<file path="src/rtl/wisc_pkg.sv">
package wisc_pkg;

  localparam int unsigned REG_W = 16;
  localparam int unsigned NREG  = 16;

  localparam logic [15:0] NOP = 16'h0000;

  typedef enum logic [3:0] {
    OP_ADD  = 4'h0,
    OP_NOP1 = 4'h1,
    OP_SUB  = 4'h2,
    OP_AND  = 4'h3,
    OP_NOR  = 4'h4,
    OP_SLL  = 4'h5,
    OP_SRL  = 4'h6,
    OP_SRA  = 4'h7,
    OP_NOP8 = 4'h8,
    OP_NOP9 = 4'h9,
    OP_LHB  = 4'hA,
    OP_LLB  = 4'hB,
    OP_B    = 4'hC,
    OP_NOPD = 4'hD,
    OP_NOPE = 4'hE,
    OP_HLT  = 4'hF
  } opcode_e;

  typedef enum logic [2:0] {
    BC_NE  = 3'b000,
    BC_EQ  = 3'b001,
    BC_GT  = 3'b010,
    BC_LT  = 3'b011,
    BC_GTE = 3'b100,
    BC_LTE = 3'b101,
    BC_OVF = 3'b110,
    BC_UNC = 3'b111
  } bcond_e;

  typedef struct packed {
    logic n;
    logic z;
    logic v;
  } flags_t;

  typedef struct packed {
    logic        vld;
    logic [15:0] ir;
    logic [15:0] pc;
  } ifid_t;

  typedef struct packed {
    logic        vld;
    opcode_e     op;
    logic [3:0]  rd;
    logic [3:0]  rs;
    logic [3:0]  rt;
    logic [15:0] a;
    logic [15:0] b;
    logic [15:0] c;
    logic [7:0]  imm8;
  } idex_t;

  typedef struct packed {
    logic        wr;
    logic [3:0]  rd;
    logic [15:0] res;
  } wb_t;

  function automatic logic writes_rd(opcode_e op);
    return op inside {OP_ADD, OP_SUB, OP_AND, OP_NOR, OP_SLL, OP_SRL, OP_SRA, OP_LHB, OP_LLB};
  endfunction

  function automatic logic cond_met(bcond_e c, flags_t f);
    case (c)
      BC_NE:   return !f.z;
      BC_EQ:   return f.z;
      BC_GT:   return !f.z && !f.n;
      BC_LT:   return f.n;
      BC_GTE:  return f.z || !f.n;
      BC_LTE:  return f.n || f.z;
      BC_OVF:  return f.v;
      default: return 1'b1;
    endcase
  endfunction

  function automatic logic [15:0] fwd(logic [3:0] r, logic [15:0] v, wb_t m, wb_t w);
    if (m.wr && m.rd == r) return m.res;
    if (w.wr && w.rd == r) return w.res;
    return v;
  endfunction

endpackage

</file>
<file path="src/rtl/wisc_pipeline_core_reg_file.sv">
// 16x16 register file, write-before-read, R0 hard zero.
module reg_file
  import wisc_pkg::*;
(
  input  logic                        clk,
  input  logic                        rst_n,
  input  logic [3:0]                  ra1,
  input  logic [3:0]                  ra2,
  input  logic [3:0]                  ra3,
  output logic [REG_W-1:0]            rd1,
  output logic [REG_W-1:0]            rd2,
  output logic [REG_W-1:0]            rd3,
  input  logic                        we,
  input  logic [3:0]                  wa,
  input  logic [REG_W-1:0]            wd,
  output logic [NREG-1:0][REG_W-1:0]  regs
);

  logic [NREG-1:0][REG_W-1:0] mem;

  always_ff @(posedge clk) begin
    if (!rst_n) begin
      mem <= '0;
    end else if (we && wa != '0) begin
      mem[wa] <= wd;
    end
  end

  always_comb begin
    rd1 = mem[ra1];
    rd2 = mem[ra2];
    rd3 = mem[ra3];
    if (we && wa != '0) begin
      if (ra1 == wa) rd1 = wd;
      if (ra2 == wa) rd2 = wd;
      if (ra3 == wa) rd3 = wd;
    end
  end

  assign regs = mem;

endmodule

</file>
<file path="src/rtl/wisc_pipeline_core.sv">
// 5-stage WISC core: branch resolved in ID, one delay slot, full EX forwarding.
module wisc_pipeline_core
  import wisc_pkg::*;
#(
  parameter logic [15:0] RESET_PC = 16'h0000
) (
  input  logic        clk,
  input  logic        rst_n,
  input  logic [15:0] instr,
  output logic [15:0] PC,
  output logic [15:0] IFID,
  output logic [15:0] R0,
  output logic [15:0] R1,
  output logic [15:0] R2,
  output logic [15:0] R3,
  output logic [15:0] R4,
  output logic [15:0] R5,
  output logic [15:0] R6,
  output logic [15:0] R7,
  output logic [15:0] R8,
  output logic [15:0] R9,
  output logic [15:0] R10,
  output logic [15:0] R11,
  output logic [15:0] R12,
  output logic [15:0] R13,
  output logic [15:0] R14,
  output logic [15:0] R15,
  output logic        N_ff,
  output logic        Z_ff,
  output logic        V_ff
);

  ifid_t   ifid;
  idex_t   idex;
  wb_t     exmem;
  wb_t     memwb;
  flags_t  flags_q;
  flags_t  flags_nxt;
  logic    halted;

  opcode_e     id_op;
  bcond_e      id_cond;
  logic [8:0]  id_imm9;
  logic [15:0] br_target;
  logic        taken;
  logic        freeze;
  logic [15:0] rf_rd1, rf_rd2, rf_rd3;
  logic [NREG-1:0][REG_W-1:0] regs;

  logic [15:0] ex_a, ex_b, ex_c, ex_res;
  logic        ex_ovf;
  logic        ex_wr;

  // ---------------- IF / ID ----------------
  assign id_op     = opcode_e'(ifid.ir[15:12]);
  assign id_cond   = bcond_e'(ifid.ir[11:9]);
  assign id_imm9   = ifid.ir[8:0];
  assign br_target = ifid.pc + 16'd1 + {{7{id_imm9[8]}}, id_imm9};
  // flags_nxt is what the EX instruction will leave behind, so the branch sees it a cycle early
  assign taken     = ifid.vld && id_op == OP_B && cond_met(id_cond, flags_nxt);
  assign freeze    = halted || (ifid.vld && id_op == OP_HLT);

  always_ff @(posedge clk) begin
    if (!rst_n) begin
      PC     <= RESET_PC;
      ifid   <= '{vld: 1'b0, ir: NOP, pc: RESET_PC};
      halted <= 1'b0;
    end else if (freeze) begin
      // injected bubbles carry vld=0 so they never touch flags
      ifid   <= '{vld: 1'b0, ir: NOP, pc: PC};
      halted <= 1'b1;
    end else begin
      PC   <= taken ? br_target : PC + 16'd1;
      ifid <= '{vld: 1'b1, ir: instr, pc: PC};
    end
  end

  reg_file u_rf (
    .clk   (clk),
    .rst_n (rst_n),
    .ra1   (ifid.ir[7:4]),
    .ra2   (ifid.ir[3:0]),
    .ra3   (ifid.ir[11:8]),
    .rd1   (rf_rd1),
    .rd2   (rf_rd2),
    .rd3   (rf_rd3),
    .we    (memwb.wr),
    .wa    (memwb.rd),
    .wd    (memwb.res),
    .regs  (regs)
  );

  always_ff @(posedge clk) begin
    if (!rst_n) begin
      idex <= '0;
    end else begin
      idex <= '{vld:  ifid.vld,
                op:   id_op,
                rd:   ifid.ir[11:8],
                rs:   ifid.ir[7:4],
                rt:   ifid.ir[3:0],
                a:    rf_rd1,
                b:    rf_rd2,
                c:    rf_rd3,
                imm8: ifid.ir[7:0]};
    end
  end

  // ---------------- EX ----------------
  always_comb begin
    ex_a      = fwd(idex.rs, idex.a, exmem, memwb);
    ex_b      = fwd(idex.rt, idex.b, exmem, memwb);
    ex_c      = fwd(idex.rd, idex.c, exmem, memwb);
    ex_res    = '0;
    ex_ovf    = 1'b0;
    flags_nxt = flags_q;
    case (idex.op)
      OP_ADD: begin
        ex_res = ex_a + ex_b;
        ex_ovf = (ex_a[15] == ex_b[15]) && (ex_res[15] != ex_a[15]);
      end
      OP_SUB: begin
        ex_res = ex_a - ex_b;
        ex_ovf = (ex_a[15] != ex_b[15]) && (ex_res[15] != ex_a[15]);
      end
      OP_AND:  ex_res = ex_a & ex_b;
      OP_NOR:  ex_res = ~(ex_a | ex_b);
      OP_SLL:  ex_res = ex_a << idex.rt;
      OP_SRL:  ex_res = ex_a >> idex.rt;
      OP_SRA:  ex_res = $signed(ex_a) >>> idex.rt;
      OP_LHB:  ex_res = {idex.imm8, 8'h00} | (ex_c & 16'h00FF);
      OP_LLB:  ex_res = {{8{idex.imm8[7]}}, idex.imm8};
      default: ex_res = '0;
    endcase
    if (idex.vld) begin
      if (idex.op inside {OP_ADD, OP_SUB}) begin
        flags_nxt = '{n: ex_res[15], z: (ex_res == '0), v: ex_ovf};
      end else if (idex.op inside {OP_AND, OP_NOR, OP_SLL, OP_SRL, OP_SRA}) begin
        flags_nxt.z = (ex_res == '0);
      end
    end
  end

  assign ex_wr = idex.vld && writes_rd(idex.op) && idex.rd != '0;

  // ---------------- EX/MEM, MEM/WB, flags ----------------
  always_ff @(posedge clk) begin
    if (!rst_n) begin
      exmem   <= '0;
      memwb   <= '0;
      flags_q <= '0;
    end else begin
      exmem   <= '{wr: ex_wr, rd: idex.rd, res: ex_res};
      memwb   <= exmem;
      flags_q <= flags_nxt;
    end
  end

  assign IFID = ifid.ir;
  assign N_ff = flags_q.n;
  assign Z_ff = flags_q.z;
  assign V_ff = flags_q.v;

  assign R0  = regs[0];
  assign R1  = regs[1];
  assign R2  = regs[2];
  assign R3  = regs[3];
  assign R4  = regs[4];
  assign R5  = regs[5];
  assign R6  = regs[6];
  assign R7  = regs[7];
  assign R8  = regs[8];
  assign R9  = regs[9];
  assign R10 = regs[10];
  assign R11 = regs[11];
  assign R12 = regs[12];
  assign R13 = regs[13];
  assign R14 = regs[14];
  assign R15 = regs[15];

endmodule

</file>
<file path="config.mk">
export PLATFORM = sky130hd
export DESIGN_NAME = wisc_pipeline_core
export DESIGN_NICKNAME = d
export VERILOG_FILES = /design/src/rtl/wisc_pkg.sv /design/src/rtl/wisc_pipeline_core_reg_file.sv /design/src/rtl/wisc_pipeline_core.sv
export SDC_FILE = /design/constraint.sdc
export NUM_CORES = 1
export LEC_CHECK = 0
export CORE_MARGIN = 2
export CORE_UTILIZATION = 35
export DETAILED_ROUTE_END_ITERATION = 12
export GPL_TIMING_DRIVEN = 0
export PLACE_DENSITY = 0.59
export SLEW_MARGIN = 20
export SYNTH_ARGS = -nofsm -noshare
export SYNTH_HDL_FRONTEND = slang
export SYNTH_SLANG_ARGS = --single-unit
</file>
<file path="constraint.sdc">
create_clock -name clk -period 18.1 [get_ports clk]
set_input_delay 2.715 -clock clk [delete_from_list [all_inputs] [get_ports clk]]
set_output_delay 2.715 -clock clk [all_outputs]
set_load 0.01 [all_outputs]
</file>
==> results.ini <==
[final_layout]
area_growth_pct=23.65
fillers=7009
nets=3285
drive_above_1_share=0.1131
diodes=0

[clocking]
cts_root_buffer=clkbuf_16
cts_max_level=2
cts.hold.buffers_added=0
clock_sinks=408
cts_tree=built
cts_resized=0
clk_transition_reported_paths_ns=0.06
clockBufferDepth=3
numCtsBuffers=44
cts_setup_buffers=0
clk_latency_ns=0.61

[die]
floorplan.die_area_mm2=0.07354
rows=97
initial_core_util=0.3549
die_h_um=271.2
pin_count=309
die_w_um=271.2
core_mm2=0.07039

[power]
powerDensity_mw_per_mm2=69.57
leakagePower_nw=10.01
peakVddDrop_uv=58.12
fin_total_pwr_mw=2.149

[drt]
drc=0
avgViaCountPerCell=6.181
drtIter0Drc=3533
drt-total-wl_mm=124.3
ant_nets=0
dr.pass1.iters=6
wl_per_cell_um=29.77
dr_total_vias=25810

[global_route]
antenna_found_initial=0
grt_pass1_wl_mm=177.0
grt_max_degree=14
track_usage=0.3282
grt_overflow=0
grt_pass1_vias=24340

[min_path]
hp-class=register to register

[timing]
fin_crit_sh=0.5418
fin_skew_ns=0.02908
setup_tns_ns=0
fin_crit_ns=9.806
fmax_mhz=102.0
worst_pin_slew_ns=1.201
rsz0062_at_grt=false
setup_viol=0
hold_slack_ns=0.4682
hold_viol=0
slew_headroom=0.1992
slew_violations=0

[yosys]
avgSynthCellArea_um2=8.779
ys_async_sr_fraction=0
ys_ff_latch=408
ys_seq_area_frac=0.3269
synth_cells=2846
post-synth-top-area-cell=dfxtp_1
ys_top_cells_by_area=dfxtp_1 33%, mux4_2 18%, nand2_1 9.0%
ys.warnings.count=0
synth_top_area_share=0.3269
synth-edff-count=0
syn_nets=2930
ys.flop_type=dfxtp_1
yosysMostFrequentCell=nand2_1
syn-cell-area_mm2=0.02499
yosys-top-cells-count=601 x nand2_1, 408 x dfxtp_1, 314 x a21oi_1
synth_cell_types=90

[setup_path]
crit_buf_inv=7
crit_required_ns=18.64
cp.arrival_ns=10.34
cp-start-kind=register
end_kind=register
critPathTopFamily=buffers and inverters
cp_slowest_cell=clkbuf_1
path_max_fanout=10
criticalPathCategory=register to register
cpPeakStageDelay_ns=0.72

[outcome]
status=complete, no violations

[placement]
place.gp.congestion=1.032
hpwl_mm=95.71
portBuffers=308

[job]
drv_cap=0

==> per-layer routing <==
metal | up-vias | part of all wire | GRT usage
met5 | - | 0 | 0
met4 | 0 | 0.070 | 0.1922
met3 | 415 | 0.11 | 0.06917
met2 | 1857 | 0.43 | 0.4896
met1 | 12590 | 0.39 | 0.4388
li1 | 10950 | - | -
==> flip-flops by register name (all words and copies together) (netlist names), 16 cells and up <==
signal	flops
memwb	21
ifid	17
u_rf.regs	256
idex	57
PC	16
IFID	16
exmem	21
==> cell families (layout without fill, tap and decap cells) <==
kind of cell | after synthesis | after routing | share of synthesized area
multiplexers | 286 | 286 | 0.2151
XOR/XNOR | 64 | 64 | 0.02243
AND/OR/NAND/NOR | 1055 | 1055 | 0.1880
buffers and inverters | 332 | 721 | 0.05473
AO/OA/AOI/OAI | 635 | 635 | 0.1588
flip-flops | 408 | 408 | 0.3269
adder cells (fa/ha/maj) | 66 | 66 | 0.03395
==> final timing paths <==
path | start | to | slack, ns | cells after the start
max | idex[56] | PC[3] | 8.29 | 26
min | ifid[32] | idex[72] | 0.47 | 1
max reg2reg | idex[56] | PC[3] | 8.29 | 26
min reg2reg | ifid[32] | idex[72] | 0.47 | 1
==> cell type report <==
| type | instances | area (um2) | share of cell area |
|---|---|---|---|
| multi-input combinational | 2106 | 15500 | 0.5016 |
| tap | 940 | 1176 | 0.03807 |
| clock inverter | 23 | 356.6 | 0.01154 |
| timing repair buffer | 309 | 3088 | 0.09996 |
| sequential | 408 | 8168 | 0.2644 |
| clock buffer | 57 | 1230 | 0.03981 |
| inverter | 72 | 270.3 | 0.008748 |
| buffer | 260 | 1109 | 0.03588 |
==> per-stage QoR <==
| step | utilization | instances | setup WS (ns) | cell area [um2] |
|---|---|---|---|---|
| floorplan | - | 2846 | 11.24 | 24990 |
| CTS | 0.4387 | 4175 | 8.283 | 30880 |
| global route | 0.4389 | 4175 | 7.893 | 30890 |
| finish | 0.4389 | 4175 | 8.294 | 30890 |
| detailed placement | 0.4161 | 4095 | 8.335 | 29290 |
| global placement | 0.4154 | 4094 | 7.319 | 29240 |
==> cell usage in the layout, fill, tap and decap left out, types with 12 or more instances in the layout <==
master and n:
inv_1 68, and2_1 84, o21ai_0 79, and3_1 30, xor2_1 18, ha_1 63
nor4_1 14, nand3_1 50, buf_4 18, a22oi_1 30, mux2i_1 83, clkdlybuf4s50_1 308
buf_2 16, clkbuf_16 44, xnor2_1 46, o2111ai_1 14, a21oi_1 314, clkbuf_1 194
a211oi_1 19, mux4_2 200, o21ai_1 12, nor2_1 147, nand4_1 24, nor3_1 37
nand2_1 601, a31oi_1 18, o211ai_1 18, dfxtp_1 408, buf_1 26
==> power breakdown <==
part	internal [mW]	total [mW]	leakage [nW]	switching, mW
clock	0.598	1.01	0.781	0.416
combinational	0.0679	0.216	5.93	0.148
sequential	0.906	0.919	3.30	0.0130
total	1.57	2.15	10.0	0.577
Power figures use the tool's default switching activity.
